**config.mk**
```make
export PLATFORM = sky130hd
export DESIGN_NAME = led_scroll_ctrl
export DESIGN_NICKNAME = d
export VERILOG_FILES = /design/src/rtl/led_ctrl_pkg.sv /design/src/rtl/led_scroll_ctrl_button_debouncer.sv /design/src/rtl/led_scroll_ctrl.sv
export SDC_FILE = /design/constraint.sdc
export NUM_CORES = 1
export LEC_CHECK = 0
export ABC_CLOCK_PERIOD_IN_PS = 17800
export CORE_ASPECT_RATIO = 1.25
export CORE_UTILIZATION = 30
export DETAILED_ROUTE_END_ITERATION = 8
export PLACE_DENSITY = 0.46
export SYNTH_ARGS = -nofsm -noshare
export SYNTH_HDL_FRONTEND = slang
export SYNTH_HIERARCHICAL = 1
export SYNTH_SLANG_ARGS = --single-unit
```
**constraint.sdc**
```tcl
create_clock -name clk -period 17.8 [get_ports clk]
set_clock_uncertainty 0.1 [all_clocks]
set_input_delay 3.56 -clock clk [delete_from_list [all_inputs] [get_ports clk]]
set_output_delay 3.56 -clock clk [all_outputs]
set_load 0.01 [all_outputs]
```
**src/rtl/led_ctrl_pkg.sv**
```systemverilog
// Shared types and default sizing for the LED scroll sequencer.
// SCROLL_PERIOD_DEF exists only when LED_AUTO_SCROLL_EN is defined.
package led_ctrl_pkg;

    localparam int DIGIT_W             = 4;
    localparam int MSG_LEN_DEF         = 16;
    localparam int DEBOUNCE_CYCLES_DEF = 16;
`ifdef LED_AUTO_SCROLL_EN
    localparam int SCROLL_PERIOD_DEF   = 50_000_000;
`endif

    typedef enum logic [1:0] {
        EMPTY,
        SHOW,
        ADVANCE,
        REFRESH
    } state_t;

endpackage

```
**src/rtl/led_scroll_ctrl_button_debouncer.sv**
```systemverilog
// Two-flop synchroniser, stable-level filter and one-cycle press pulse on an
// accepted 0->1 transition of the raw push-button.
module button_debouncer
    import led_ctrl_pkg::*;
#(
    parameter int DEBOUNCE_CYCLES = DEBOUNCE_CYCLES_DEF
) (
    input  logic clk,
    input  logic reset,
    input  logic button,
    output logic press
);

    localparam int CNT_W = (DEBOUNCE_CYCLES > 1) ? $clog2(DEBOUNCE_CYCLES) : 1;
    localparam logic [CNT_W-1:0] CNT_LAST = CNT_W'(DEBOUNCE_CYCLES - 1);

    logic [1:0]       sync_q;
    logic             level_q;
    logic [CNT_W-1:0] cnt_q;

    // The counter only runs while the synchronised input disagrees with the
    // accepted level, so any return to the old level restarts the count.
    always_ff @(posedge clk or negedge reset) begin
        if (!reset) begin
            sync_q  <= 2'b00;
            level_q <= 1'b0;
            cnt_q   <= '0;
            press   <= 1'b0;
        end else begin
            sync_q <= {sync_q[0], button};
            press  <= 1'b0;
            if (sync_q[1] == level_q) begin
                cnt_q <= '0;
            end else if (cnt_q == CNT_LAST) begin
                level_q <= sync_q[1];
                cnt_q   <= '0;
                press   <= sync_q[1];
            end else begin
                cnt_q <= cnt_q + CNT_W'(1);
            end
        end
    end

endmodule

```
**src/rtl/led_scroll_ctrl.sv**
```systemverilog
// Nibble message buffer with a wrapping 4-digit window for the LED driver.
// Define LED_AUTO_SCROLL_EN to add a periodic auto-advance every SCROLL_PERIOD cycles.
module led_scroll_ctrl
    import led_ctrl_pkg::*;
#(
    parameter int MSG_LEN         = MSG_LEN_DEF,
    parameter int DEBOUNCE_CYCLES = DEBOUNCE_CYCLES_DEF
`ifdef LED_AUTO_SCROLL_EN
    ,
    parameter int SCROLL_PERIOD   = SCROLL_PERIOD_DEF
`endif
) (
    input  logic                       clk,
    input  logic                       reset,
    input  logic                       button,
    input  logic                       wr_valid,
    input  logic [DIGIT_W-1:0]         wr_data,
    output logic                       wr_ready,
    input  logic                       wr_clear,
    output logic [$clog2(MSG_LEN):0]   msg_len,
    output logic [DIGIT_W-1:0]         digit3,
    output logic [DIGIT_W-1:0]         digit2,
    output logic [DIGIT_W-1:0]         digit1,
    output logic [DIGIT_W-1:0]         digit0,
    output logic                       disp_update
);

    localparam int PTR_W = $clog2(MSG_LEN);
    localparam int LEN_W = PTR_W + 1;

    logic [DIGIT_W-1:0]            mem [MSG_LEN];
    logic [LEN_W-1:0]              len_q;
    logic [PTR_W-1:0]              ptr_q;
    logic [LEN_W-1:0]              ptr_inc;
    state_t                        state_q, state_d;
    logic                          press, adv_req, wr_fire;
    logic [3:0][DIGIT_W-1:0]       win, digits_q;
    logic                          disp_q;

    button_debouncer #(.DEBOUNCE_CYCLES(DEBOUNCE_CYCLES)) u_debouncer (
        .clk    (clk),
        .reset  (reset),
        .button (button),
        .press  (press)
    );

`ifdef LED_AUTO_SCROLL_EN
    localparam int TICK_W = (SCROLL_PERIOD > 1) ? $clog2(SCROLL_PERIOD) : 1;
    localparam logic [TICK_W-1:0] TICK_LAST = TICK_W'(SCROLL_PERIOD - 1);

    logic [TICK_W-1:0] tick_cnt_q;
    logic              tick;

    always_ff @(posedge clk or negedge reset) begin
        if (!reset)
            tick_cnt_q <= '0;
        else if (press || wr_clear || tick_cnt_q == TICK_LAST)
            tick_cnt_q <= '0;
        else
            tick_cnt_q <= tick_cnt_q + TICK_W'(1);
    end

    // Short messages fit on the display, so they never auto-scroll.
    assign tick    = (tick_cnt_q == TICK_LAST) && (len_q > LEN_W'(4));
    assign adv_req = press | tick;
`else
    assign adv_req = press;
`endif

    assign wr_ready = (len_q != LEN_W'(MSG_LEN)) && !wr_clear;
    assign wr_fire  = wr_valid && wr_ready;
    assign ptr_inc  = {1'b0, ptr_q} + LEN_W'(1);

    // NOTE: the message store has no reset; msg_len alone defines which entries are valid.
    always_ff @(posedge clk) begin
        if (wr_fire)
            mem[len_q[PTR_W-1:0]] <= wr_data;
    end

    // Clear wins; an advance wraps against the length held before a same-edge write.
    always_ff @(posedge clk or negedge reset) begin
        if (!reset) begin
            len_q <= '0;
            ptr_q <= '0;
        end else if (wr_clear) begin
            len_q <= '0;
            ptr_q <= '0;
        end else begin
            if (wr_fire)
                len_q <= len_q + LEN_W'(1);
            if (state_q == ADVANCE && len_q != '0)
                ptr_q <= (ptr_inc == len_q) ? '0 : ptr_inc[PTR_W-1:0];
        end
    end

    function automatic logic [PTR_W-1:0] wrap_idx(input logic [LEN_W-1:0] sum,
                                                   input logic [LEN_W-1:0] len);
        logic [LEN_W-1:0] r;
        r = sum;
        // ptr < len and offset <= 3, so three subtractions reach the true modulo.
        for (int i = 0; i < 3; i++)
            if (r >= len) r = r - len;
        return r[PTR_W-1:0];
    endfunction

    // NOTE: every combinational output gets a default first so no latch is inferred.
    always_comb begin
        win = '0;
        if (len_q != '0)
            for (int k = 0; k < 4; k++)
                win[3-k] = mem[wrap_idx({1'b0, ptr_q} + LEN_W'(k), len_q)];
    end

    always_comb begin
        state_d = state_q;
        if (wr_clear) begin
            state_d = REFRESH;
        end else begin
            case (state_q)
                EMPTY:   if (wr_fire) state_d = REFRESH;
                SHOW: begin
                    if (adv_req)      state_d = ADVANCE;
                    else if (wr_fire) state_d = REFRESH;
                end
                ADVANCE: state_d = adv_req ? ADVANCE : REFRESH;
                REFRESH: begin
                    if (adv_req && len_q != '0) state_d = ADVANCE;
                    else if (wr_fire)           state_d = REFRESH;
                    else if (len_q == '0)       state_d = EMPTY;
                    else                        state_d = SHOW;
                end
                default: state_d = EMPTY;
            endcase
        end
    end

    // NOTE: registers use non-blocking assignments so every flop samples pre-edge values.
    always_ff @(posedge clk or negedge reset) begin
        if (!reset) begin
            state_q  <= EMPTY;
            digits_q <= '0;
            disp_q   <= 1'b0;
        end else begin
            state_q <= state_d;
            disp_q  <= 1'b0;
            if (state_q == REFRESH) begin
                digits_q <= win;
                disp_q   <= (win != digits_q);
            end
        end
    end

    assign msg_len     = len_q;
    assign digit3      = digits_q[3];
    assign digit2      = digits_q[2];
    assign digit1      = digits_q[1];
    assign digit0      = digits_q[0];
    assign disp_update = disp_q;

endmodule

```
* After elaboration in Yosys (flattened, before gate mapping) *
Memory sizes are Yosys's and may differ from the RTL's.
Cells that the tools add are included.

storage, ports and cells
  register bits = 36
  latch bits = 0
  bits in writable memories = 64
  memory bits (read-only) = 0
  bits of input ports = 9
  output and inout bits = 23
  logic and storage cells = 107
  memories kept = 1

operators by class
  add/sub/neg operators = 17
  multipliers = 0
  divide/modulo/power cells = 0
  $lt $le $gt $ge = 12
  eq/ne operators = 8
  shift operators = 0
  multiplexer cells = 45
  bitwise gates (word level) = 1
  reduce and logical (&&, ||, !) cells = 11

memory list
  memory  depth  bits a word  rd ports  clocked after Yosys merged registers in  wr ports  line                   RTL
  mem     16     4            4         0                                        1         led_scroll_ctrl.sv:31  logic [DIGIT_W-1:0] mem [MSG_LEN];

operators with widths
  operator             number
  $mux 5               18
  $ge 5x5->1           11
  $mux 4               13
  $sub 5x5->5          7
  $mux 16              1
  $ne 16x16->1         1
  $sub 4x4->4          4
  $add 4x2->5 const B  2
  $mux 2               5
  $pmux 2 s4           1
  $mux 1               7
  $add 4x1->5 const B  1
  $add 5x1->5 const B  1
  $eq 5x5->1           1
  $ge 4x5->1           1
  $logic_not 5->1      1
  $ne 5x5->1 const B   1
  $reduce_bool 5->1    1
  $sub 4x5->5          1
  $add 4x1->4 const B  1
  $eq 2x2->1 const B   2
  $eq 4x4->1 const B   1
  $logic_and 1x1->1    4
  $reduce_bool 2->1    2
  other kinds (6)      6

* Depth between registers and ports, before layout *
An unclocked memory read counts as a cell.

  depth in word-level cells = 14
  gate-level depth with buffers = 33
  gate-level depth less buffers = 30

* Cells and area by module *
Netlist, hierarchy kept.

by module, submodules not included
  module            instances  cells an instance  area an instance (um^2)  sequential area each (um^2)
  led_scroll_ctrl   1          1047               9335.2                   2622.5
  button_debouncer  1          20                 302.8                    200.2

* Worst setup path after synthesis *
Ideal clock, no wire load.

  path kind = in2out
  from = input port wr_clear
  to = output port wr_ready
  arrival = 3.994 ns
  required time = 14.140 ns
  slack = 10.146 ns
  cell stages on the path = 2
  path buffers = 1
  cells stage by stage = buf_2 > a31oi_1

between the ends
  word-level cells in the longest chain between the ends = 2

RTL lines
  what                line                   RTL
  start: declaration  led_scroll_ctrl.sv:19  input logic wr_clear,
  $logic_not 1->1     led_scroll_ctrl.sv:70  assign wr_ready = (len_q != LEN_W'(MSG_LEN)) && !wr_clear;
  $logic_and 1x1->1   led_scroll_ctrl.sv:70
  end: declaration    led_scroll_ctrl.sv:18  output logic wr_ready,

Every way passes these cells.

* Worst setup path in the final report *
Same ends and word-level chain as after synthesis.

==> results_dict.tcl <==
set metrics [dict create \
    synth_edf_count 64 \
    slew_viol_final 0 \
    fin_tns_setup_ns 0 \
    required_ns 14.14 \
    post_synth.cell_area_avg_um2 9.03 \
    nFillCells 3243 \
    grt_pass1_vias 8200 \
    drt-initial-drc-count 515 \
    rsz0062_at_grt "false" \
    path_cells "clkdlybuf4s50_1 > a31oi_1 > clkdlybuf4s50_1" \
    core_um2 31700 \
    numCtsBuffers 9 \
    drive_gt1_share_pct 7.75 \
    io_pins 32 \
    grt_overflow 0 \
    synth.distinct_cells 95 \
    final_cell_mix "124 x nand2_1, 89 x mux2i_1, 86 x nor2_1" \
    diodes 0 \
    wl_um 32200 \
    ys_warn_count 6 \
    cts_setup_buffers 0 \
    track_usage_pct 20.2 \
    via_count 8276 \
    gp_congestion 0.875 \
    dp_hpwl_um 24700 \
    period_needed_ns 8.69 \
    cpPeakStageDelay_ns 0.59 \
    slew_headroom_pct 31.0 \
    setup_viol 0 \
    drc 0 \
    firstDrtPassIters 5 \
    synthesis.area_um2 9640 \
    crit_fanout 9 \
    cts.sinks 100 \
    holdBufCountCts 0 \
    crit_slowest_cell "clkdlybuf4s50_1" \
    period_share_pct 48.8 \
    async_flop_share_pct 36.0 \
    cp-start-kind "input port" \
    cts.path.max_buffers 2 \
    clock-root-buffer "clkbuf_16" \
    synth_sequential_area_ratio_pct 29.3 \
    num-nets-final 1166 \
    ys_ff_latch 100 \
    clk_latency_ns 0.37 \
    ant_nets 0 \
    path_class "input port to primary output" \
    max_slew.worst_pin.slew_ns 1.03 \
    max-cap-violations 0 \
    syn-num-nets 1154 \
    wl_per_cell_um 21.5 \
    cp.arrival_ns 5.03 \
    outcome "completed" \
    end_kind "primary output" \
    syn-instance-count 1067 \
    num_rows 73 \
    syn_to_final_growth_pct 10.3 \
    vias_per_cell 5.53 \
    grt_max_degree 37 \
    crit_top_cell "clkdlybuf4s50_1" \
    cts_resized 0 \
    layout_commonest_cell "nand2_1" \
    io_buffer_count 31 \
    dieArea_um2 32900 \
    die_y_um 202 \
    synthFlopType "edfxtp_1" \
    grt_antenna_before_repair 0 \
    hold_class "register to register" \
    htree_num_levels 3 \
    path_clk_slew_ns 0.08 \
    fp.dieW_um 162 \
    initial_core_util_pct 30.4 \
    grt_pass1_wl_um 49400 \
    hold_violations 0 \
    cts_tree "yes" \
    fmax_ghz 0.115 \
    r2r_slack_ns 9.86 \
]
## state kept, by name, indices dropped and copies added (netlist names)
name	cells
digit3	4
u_debouncer/sync_q	2
u_debouncer/level_q	1
u_debouncer/cnt_q	4
ptr_q	4
msg_len	5
u_debouncer/press	1
digit2	4
digit0	4
state_q	2
digit1	4
disp_update	1
mem	64
## critical path, delay by kind of cell
family,cells,cell delay [ns]
compound gates,1,0.31
buf+inv,2,1.17
## synth_stat cells, types with 25 or more instances
master	n	area, um2
nor2_1	86	323
xnor2_1	25	219
nand3_1	27	135
nand2_1	124	465
o21ai_0	64	320
ha_1	66	826
a21oi_1	73	365
dfrtp_1	36	901
a21o_1	25	188
edfxtp_1	64	1920
inv_1	36	135
mux2i_1	89	891
## through the flow
step                      utilization, %  setup WS [ns]  hold WS [ns]  std cells  cell area [um2]
after floorplan                        -          10.15         0.231       1067             9640
after global placement              32.6           9.16         0.238       1480            10300
after detailed placement            32.6           9.12         0.235       1480            10300
after CTS                           33.5           9.11         0.254       1496            10600
after global routing                33.5           9.05         0.262       1496            10600
final                               33.5           9.11         0.251       1496            10600
## cell type report
class | count | area (um2) | area share [%]
Clock inverter | 6 | 60.1 | 0.565
Inverter | 38 | 143 | 1.34
Clock buffer | 10 | 250 | 2.35
Tap cell | 412 | 515 | 4.85
Sequential cell | 100 | 2820 | 26.6
Timing Repair Buffer | 42 | 388 | 3.65
Multi-Input combinational cell | 888 | 6450 | 60.7
## layer usage
metal / GRT usage [%] / up-vias / routed length, um
met4: 10.3 / 0 / 1480
met3: 1.99 / 66 / 970
met1: 23.3 / 3973 / 13200
li1: - / 4044 / -
met2: 36.5 / 193 / 16500
met5: 0 / - / 0
## path summary, 6_finish.rpt
path,from,end,cells after the start
min in group asynchronous,reset,digit3[1],1
min,u_debouncer/sync_q[0],u_debouncer/sync_q[1],0
max,wr_clear,wr_ready,3
max in group asynchronous,reset,u_debouncer/cnt_q[0],1
max reg2reg,msg_len[2],disp_update,26
min reg2reg,u_debouncer/sync_q[0],u_debouncer/sync_q[1],0
## kinds of logic (layout without fill, tap and decap cells)
| kind of cell | Yosys count | after routing | synth area share [%] |
|---|---|---|---|
| xor gates and xnor gates | 37 | 37 | 3.36 |
| AOI/OAI and AO/OA | 320 | 320 | 22.8 |
| DFF | 100 | 100 | 29.3 |
| buffers and inverters | 79 | 96 | 3.79 |
| and+or+nand+nor | 331 | 331 | 16.0 |
| adders and majority gates | 78 | 78 | 11.1 |
| muxes | 122 | 122 | 13.8 |
Power is left out: the tool's default activity adds up to more than one toggle a clock period on the data nets, which glitch-free logic cannot reach.
